## src/rtl/queue_pkg.sv

```systemverilog
// Shared defaults and the occupancy state encoding for the queue controller.
package queue_pkg;

    localparam int DEPTH_DEF = 16;
    localparam int DW_DEF    = 16;
    localparam int AW_DEF    = 4;

    typedef enum logic [1:0] {
        EMPTY  = 2'b00,
        ACTIVE = 2'b01,
        FULL   = 2'b10
    } q_state_t;

endpackage

```

## src/rtl/queue_ptr.sv

```systemverilog
// Head/tail/count bookkeeping for the queue; storage itself lives outside.
// count_nxt exposes the next-edge occupancy so the parent can track state.
module queue_ptr
    import queue_pkg::*;
#(
    parameter int DEPTH = DEPTH_DEF,
    parameter int AW    = AW_DEF
) (
    input  logic          clk,
    input  logic          rstn,
    input  logic          enq,
    input  logic          deq,
    input  logic          flush,
    output logic [AW-1:0] head,
    output logic [AW-1:0] tail,
    output logic [AW:0]   count,
    output logic [AW:0]   count_nxt
);

    logic [AW-1:0] head_q, head_d;
    logic [AW-1:0] tail_q, tail_d;
    logic [AW:0]   count_q, count_d;

    // Pointers wrap naturally because DEPTH is a power of two.
    always_comb begin
        head_d  = head_q;
        tail_d  = tail_q;
        count_d = count_q;
        if (flush) begin
            head_d  = '0;
            tail_d  = '0;
            count_d = '0;
        end else begin
            if (enq) tail_d = tail_q + AW'(1);
            if (deq) head_d = head_q + AW'(1);
            if (enq && !deq)      count_d = count_q + (AW+1)'(1);
            else if (!enq && deq) count_d = count_q - (AW+1)'(1);
        end
    end

    always_ff @(posedge clk) begin
        if (!rstn) begin
            head_q  <= '0;
            tail_q  <= '0;
            count_q <= '0;
        end else begin
            head_q  <= head_d;
            tail_q  <= tail_d;
            count_q <= count_d;
        end
    end

    assign head      = head_q;
    assign tail      = tail_q;
    assign count     = count_q;
    assign count_nxt = count_d;

endmodule

```

## src/rtl/queue_ctrl.sv

```systemverilog
// Queue controller over an external register file, with a registered output stage.
// Define QUEUE_CTRL_ERR_CNT_EN to add saturating overflow/underflow counters.
//
//   state  | meaning
//   EMPTY  | count == 0, nothing to load into the output stage
//   ACTIVE | 0 < count < DEPTH
//   FULL   | count == DEPTH, enqueue blocked
module queue_ctrl
    import queue_pkg::*;
#(
    parameter int DEPTH = DEPTH_DEF,
    parameter int DW    = DW_DEF,
    parameter int AW    = AW_DEF
) (
    input  logic          clk,
    input  logic          rstn,
    input  logic          flush,
    input  logic          in_valid,
    output logic          in_ready,
    input  logic [DW-1:0] in_data,
    output logic          out_valid,
    input  logic          out_ready,
    output logic [DW-1:0] out_data,
    output logic          rf_we,
    output logic [AW-1:0] rf_wa,
    output logic [DW-1:0] rf_wd,
    output logic [AW-1:0] rf_ra0,
    input  logic [DW-1:0] rf_rd0,
    output logic [AW:0]   count,
    output logic          full,
    output logic          empty
`ifdef QUEUE_CTRL_ERR_CNT_EN
    ,
    output logic [7:0]    ovf_cnt,
    output logic [7:0]    udf_cnt
`endif
);

    localparam logic [AW:0] DEPTH_C = (AW+1)'(DEPTH);

    q_state_t      state_q, state_d;
    logic          out_valid_q, out_valid_d;
    logic [DW-1:0] out_data_q, out_data_d;
    logic [AW-1:0] head, tail;
    logic [AW:0]   count_nxt;
    logic          enq, load;

    // full/empty come from the state register, which mirrors the registered count.
    assign full     = (state_q == FULL);
    assign empty    = (state_q == EMPTY);
    assign in_ready = !full;

    assign enq  = rstn && !flush && in_valid && in_ready;
    assign load = !flush && (!out_valid_q || out_ready) && !empty;

    queue_ptr #(
        .DEPTH (DEPTH),
        .AW    (AW)
    ) u_ptr (
        .clk       (clk),
        .rstn      (rstn),
        .enq       (enq),
        .deq       (load),
        .flush     (flush),
        .head      (head),
        .tail      (tail),
        .count     (count),
        .count_nxt (count_nxt)
    );

    assign rf_we  = enq;
    assign rf_wa  = tail;
    assign rf_wd  = in_data;
    assign rf_ra0 = head;

    always_comb begin
        state_d = ACTIVE;
        if (count_nxt == '0)          state_d = EMPTY;
        else if (count_nxt == DEPTH_C) state_d = FULL;
    end

    always_comb begin
        out_valid_d = out_valid_q;
        out_data_d  = out_data_q;
        if (flush) begin
            out_valid_d = 1'b0;
        end else if (load) begin
            out_valid_d = 1'b1;
            out_data_d  = rf_rd0;
        end else if (out_valid_q && out_ready) begin
            out_valid_d = 1'b0;
        end
    end

    always_ff @(posedge clk) begin
        if (!rstn) begin
            state_q     <= EMPTY;
            out_valid_q <= 1'b0;
            out_data_q  <= '0;
        end else begin
            state_q     <= state_d;
            out_valid_q <= out_valid_d;
            out_data_q  <= out_data_d;
        end
    end

    assign out_valid = out_valid_q;
    assign out_data  = out_data_q;

`ifdef QUEUE_CTRL_ERR_CNT_EN
    logic [7:0] ovf_cnt_q, ovf_cnt_d;
    logic [7:0] udf_cnt_q, udf_cnt_d;

    always_comb begin
        ovf_cnt_d = ovf_cnt_q;
        udf_cnt_d = udf_cnt_q;
        if (flush) begin
            ovf_cnt_d = '0;
            udf_cnt_d = '0;
        end else begin
            if (in_valid && full && ovf_cnt_q != 8'hFF)
                ovf_cnt_d = ovf_cnt_q + 8'd1;
            if (out_ready && !out_valid_q && empty && udf_cnt_q != 8'hFF)
                udf_cnt_d = udf_cnt_q + 8'd1;
        end
    end

    always_ff @(posedge clk) begin
        if (!rstn) begin
            ovf_cnt_q <= '0;
            udf_cnt_q <= '0;
        end else begin
            ovf_cnt_q <= ovf_cnt_d;
            udf_cnt_q <= udf_cnt_d;
        end
    end

    assign ovf_cnt = ovf_cnt_q;
    assign udf_cnt = udf_cnt_q;
`endif

endmodule

```

## config.mk

```make
export PLATFORM = sky130hd
export DESIGN_NAME = queue_ctrl
export DESIGN_NICKNAME = d
export VERILOG_FILES = /design/src/rtl/queue_pkg.sv /design/src/rtl/queue_ptr.sv /design/src/rtl/queue_ctrl.sv
export SDC_FILE = /design/constraint.sdc
export NUM_CORES = 1
export LEC_CHECK = 0
export ABC_AREA = 1
export CORE_MARGIN = 8
export CORE_UTILIZATION = 35
export DETAILED_ROUTE_END_ITERATION = 7
export PLACE_DENSITY = 0.86
export SLEW_MARGIN = 20
export SYNTH_ARGS = -nofsm -noshare
export SYNTH_HDL_FRONTEND = slang
export SYNTH_SLANG_ARGS = --single-unit
```

## constraint.sdc

```tcl
create_clock -name clk -period 1.3 [get_ports clk]
set_input_delay 0.325 -clock clk [delete_from_list [all_inputs] [get_ports clk]]
set_output_delay 0.325 -clock clk [all_outputs]
set_load 0.02 [all_outputs]
```

# Yosys cells after proc, flatten, opt, wreduce, memory -nomap -nowiden
# Cells that the tools add are included.
# totals
mem_count	0
register_bits	32
latchBits	0
rom_bits	0
mem_bits_rw	0
input_bits	37
wordCells	41
out_inout_bits	50
# classes
shift	0
n_mul	0
add_sub_neg	4
bitwise	2
reduce_logical	21
div_mod_pow	0
muxes	6
eq_ne	2
magnitude_cmp	0
# op_table
op	count
2-to-1 mux 5 bit	3
adder 4 x 1 -> 4 bit (second input constant)	2
logical AND 1 bit	8
zero test 1 bit	6
adder 5 x 1 -> 5 bit (second input constant)	1
== test 5 bit (second input constant)	1
zero test 5 bit	1
subtractor 5 x 1 -> 5 bit (second input constant)	1
OR reduction 2 bit	2
== test 2 bit (second input constant)	1
zero test 2 bit	1
2-to-1 mux 1 bit	2
2-to-1 mux 2 bit	1
inverter 1 bit	2
AND reduction 2 bit	1
nonzero test 2 bit	1
logical OR 1 bit	1

# Depth between registers and ports, before layout
# depth
word_depth	11
depth_mapped	13
mapped_depth_nobuf	13

# Modules after synthesis
# Synthesis repeated with hierarchy kept, for this count alone.
# hier_totals
hier_cells	271
hier_area_um2	1808.0
# by_module_without_submodules
mod	cells_per_inst	instances	seq_area_each_um2	area_per_inst_um2
queue_ctrl	174	1	380.4	1123.6
queue_ptr	97	1	260.2	684.4

# Worst setup path after synthesis
# No wires, ideal clock.
# synth_timing
path_kind	register -> register
startpoint	register state_q[0]
endpoint	register state_q[1]
setup_ns	0.113
t_required_ns	1.187
t_arrival_ns	1.325
path_slack_ns	-0.138
period_less_slack_ns	1.438
stages_incl_launch_ff	11
path_buffers	0
path_cell_list	dfxtp_1 -> inv_2 -> nand2_2 -> inv_2 -> nor2_8 -> nand2_4 -> or2_1 -> nand2_1 -> nand2_1 -> nand3_1 -> nor2_1
# synth_via
elab_chain_len	10
word_cells_on_any_way	17
classes_between	2 x eq/ne; 4 x mux; 11 x reduce/logical
# synth_lines
item	line_no	text
from (decl)	queue_ctrl.sv:41	q_state_t state_q, state_d;
from (signal assigned)	queue_ctrl.sv:101	state_q <= state_d;
== test 2 bit (*)	queue_ctrl.sv:49	assign full = (state_q == FULL);
zero test 1 bit (*)	queue_ctrl.sv:51	assign in_ready = !full;
via in_ready	queue_ctrl.sv:19	output logic in_ready,
logical AND 1 bit (*)	queue_ctrl.sv:53	assign enq = rstn && !flush && in_valid && in_ready;
via rf_we	queue_ctrl.sv:24	output logic rf_we,
zero test 1 bit	queue_ptr.sv:37	else if (!enq && deq) count_d = count_q - (AW+1)'(1);
logical AND 1 bit	queue_ptr.sv:37	
2-to-1 mux 5 bit	queue_ptr.sv:37	
2-to-1 mux 5 bit (*)	queue_ptr.sv:36	if (enq && !deq) count_d = count_q + (AW+1)'(1);
2-to-1 mux 5 bit (*)	queue_ptr.sv:29	if (flush) begin
== test 5 bit or zero test 5 bit (tied branches)	queue_ctrl.sv:79, queue_ctrl.sv:78	
2-to-1 mux 2 bit or OR reduction 2 bit (tied branches)	--	
# Mark *: on every way through the listed nets, which the timed path passes. The rest lies on a longest branch.
# A chain may end at the register's enable or synchronous reset.

# Worst setup path after layout
# layout_timing
startpoint	register state_q[0]
endpoint	register state_q[1]
# layout_via
elab_chain_len	10
word_cells_on_any_way	17
classes_between	2 x eq/ne; 4 x mux; 11 x reduce/logical
# layout_lines
item	line_no
== test 2 bit	queue_ctrl.sv:49
zero test 1 bit	queue_ctrl.sv:51
logical AND 1 bit	queue_ctrl.sv:53
zero test 1 bit	queue_ptr.sv:37
logical AND 1 bit	queue_ptr.sv:37
2-to-1 mux 5 bit	queue_ptr.sv:37
2-to-1 mux 5 bit (*)	queue_ptr.sv:36
2-to-1 mux 5 bit (*)	queue_ptr.sv:29
== test 5 bit or zero test 5 bit (tied branches)	queue_ctrl.sv:79, queue_ctrl.sv:78
2-to-1 mux 2 bit or OR reduction 2 bit (tied branches)	--
# Mark *: on every way between the ends. The rest lies on a longest branch, timed or not.

==> out/results.tsv <==
stage	metric	value	unit
place	Final GP Congestion	0.903	
timing	f_max	733	MHz
global_route	GRT overflow	0	
layout	Nets	324	
synthesis	post-synth net total	254	
detailed_routing	DR vias	1552	
clocking	root buffer selected by CTS	clkbuf_8	
detailed_routing	routed length per instance	12.9	um
synthesis	YS warnings	0	
global_route	largest net degree at the start of global routing	22	
die	chip height	83.3	um
synthesis	synthesized area per cell	7.45	sq um
worst_setup_path	Crit Path Class	reg -> reg	
worst_setup_path	worst r2r path cells	11	
layout	leading cell types in the layout, fill and taps excluded	50 x nand2_1, 27 x dfxtp_1, 27 x buf_4	
layout	Filler cells	425	
detailed_routing	WL met1	1.78	mm
timing	Tmin final	1.36	ns
synthesis	Synth Instances	213	
die	Die X	83.3	um
timing	RSZ-0062 raised after global routing	yes	
clocking	Bufs on Longest Clock Path	2	
detailed_routing	final wirelength	4.33	mm
synthesis	register area share after synthesis	40.4	%
detailed_routing	drt pass-1 iters	4	
layout	Non-Filler Instances	336	
die	Initial Util	36.4	%
clocking	Inserted Clock Buffers	5	
clocking	clock sinks	32	
layout	Register Area	649	sq um
die	io pins	87	
hold_path	worst hold path class	reg -> reg	
detailed_routing	Residual DRC	0	
worst_setup_path	data required time of the worst path	1.49	ns
hold_path	worst hold stages	2	
timing	Final Hold Vio Count	0	
place	port buffer count	54	
die	Die Area	6940	sq um
layout	most common cell after layout, fill and taps aside	nand2_1	
timing	Final Slew Violations	0	
clocking	worst skew pair latency	0.29	ns
global_route	Total Routing Usage GR	12.3	%
timing	worst slew pin tran	0.231	ns
outcome	status	finished, violations left	
timing	post-route clock skew	0.00469	ns
run	# Max-Cap Violations	0	
global_route	first-pass GRT wire length	7.22	mm
power_and_ir_drop	LEAKAGE	1.04	nW
detailed_routing	DR vias/cell	4.62	
layout	Layout area overhead	52.2	%
synthesis	Post-Syn Area	1590	sq um
detailed_routing	DR iter-0 viols	68	
worst_setup_path	CP Capture Type	register	
timing	PnR worst setup slack	-0.0645	ns
power_and_ir_drop	pwr dens	1060	nW/um^2
timing	max_slew headroom	84.6	%
detailed_routing	met2 wire len	2.07	mm
clocking	Reg clk slew, reported paths	0.07	ns
place	Placed Cells	324	
layout	multi-input combinational cell area	795	sq um
detailed_routing	DRT antenna net count	0	
timing	period utilization	105	%
detailed_routing	top layer in use	met4	
synthesis	Unique masters post-synth	28	
outcome	failing checks	setup timing	
global_route	initial antenna violation count	0	
synthesis	Seq cells post-synth	32	
die	Site Rows	24	
timing	final number of setup-violating endpoints	10	
place	hpwl dp	3.22	mm
clocking	CTS H-Tree Depth	2	
clocking	CTS Hold Buffers Added	0	
detailed_routing	DR WL met3	398	um
layout	layout cell share with drive strength beyond 1	35.6	%
timing	hold slack	0.461	ns
die	core area	4350	sq um
clocking	clock tree from TritonCTS	yes	
power_and_ir_drop	Worst VDD drop	0.472	mV
worst_setup_path	critical path startpoint category	register	
worst_setup_path	CP arrival	1.55	ns
layout	diode count	0	
worst_setup_path	Max Fanout on Critical Path	7	
global_route	vias in the first global route	1640	
[where the power goes]
| part | switching (W) | internal (W) | leakage [nW] |
|---|---|---|---|
| clock network | 0.000393 | 0.000567 | 0.0541 |
| logic | 0.000303 | 0.000254 | 0.728 |
| registers | 0.0000250 | 0.00102 | 0.262 |
| total | 0.000721 | 0.00185 | 1.04 |
[synthesized netlist by cell type]
master	n	area (sq um)
nand3_2	2	20.0
buf_2	2	10.0
nor2_8	1	20.0
nand3b_1	1	7.51
nand2_4	1	11.3
nor2_4	2	22.5
dfxtp_1	32	641
nor3b_1	1	7.51
o21ai_0	5	25.0
nand4_1	1	6.26
buf_1	1	3.75
xor2_1	1	8.76
inv_4	1	6.26
nand2_1	55	206
inv_1	18	67.6
clkbuf_1	2	7.51
nand2_2	3	18.8
nor2_1	13	48.8
xnor2_1	2	17.5
nand3_4	1	17.5
buf_6	1	11.3
buf_4	16	120
nand3_1	16	80.1
inv_2	4	15.0
or2_1	1	6.26
ha_1	4	50.1
nor3_1	3	15.0
a21oi_1	23	115
[final cells by class]
class,count,share of cell area (%)
clock inverter,3,1.76
multi-input combinational,136,32.9
timing repair buffer,85,29.0
clock buffer,5,2.85
inverter,23,3.89
sequential,32,26.9
tap,52,2.69
[stage by stage]
stage,setup TNS (ns),worst slack (ns),total power (W),cell area (sq um),util [%]
floorplan,-0.0125,-0.0123,0.00141,1600,-
global placement,-14.64,-0.699,0.00159,2260,51.9
detailed placement,-16.21,-0.730,0.00160,2260,51.9
CTS,-0.199,-0.0588,0.00259,2450,56.2
global route,-1.05,-0.148,0.00270,2410,55.5
finish,-0.223,-0.0645,0.00257,2410,55.5
[registers in the layout (all words and copies together), names as in the netlist]
register     cells
out_valid        1
u_ptr.count      5
out_data        16
u_ptr.head       4
state_q          2
u_ptr.tail       4
[logic make-up (layout without fill, tap and decap cells)]
logic type | Yosys count | in the layout | share of synthesized area [%]
xor gates and xnor gates | 3 | 3 | 1.66
adders and majority gates | 4 | 4 | 3.15
and+or+nand+nor | 101 | 101 | 30.8
AOI/OAI and AO/OA | 28 | 28 | 8.83
buffers and inverters | 45 | 116 | 15.2
DFF | 32 | 32 | 40.4
[per-layer routing]
layer	vias up	global-route usage, %
li1	794	-
met1	692	12.5
met2	58	21.0
met3	8	5.37
met4	0	6.23
met5	-	0
[critical path: stages, from the launching register on]
cell     delay, ns
dfxtp_2       0.32
inv_2         0.04
nand2_4       0.08
inv_6         0.05
nor2_8        0.08
buf_6         0.13
nand2_4       0.07
or2_1         0.23
nand2_1       0.07
nand2_1       0.06
nand3_2       0.08
nor2_1        0.04
[path summary, 6_finish.rpt]
path                             startpoint          end  slack (ns)
worst max-delay path             state_q[0]   state_q[1]       -0.06
worst min register to register  out_data[3]  out_data[3]        0.46
worst min-delay path            out_data[3]  out_data[3]        0.46
worst max register to register   state_q[0]   state_q[1]       -0.06
[timing repair]
item	4_1_cts	5_1_grt
buffers inserted	5	1
setup endpoints to repair	63	50
pin swaps	17	13
resized for setup	92	44
Power figures use the tool's default switching activity.
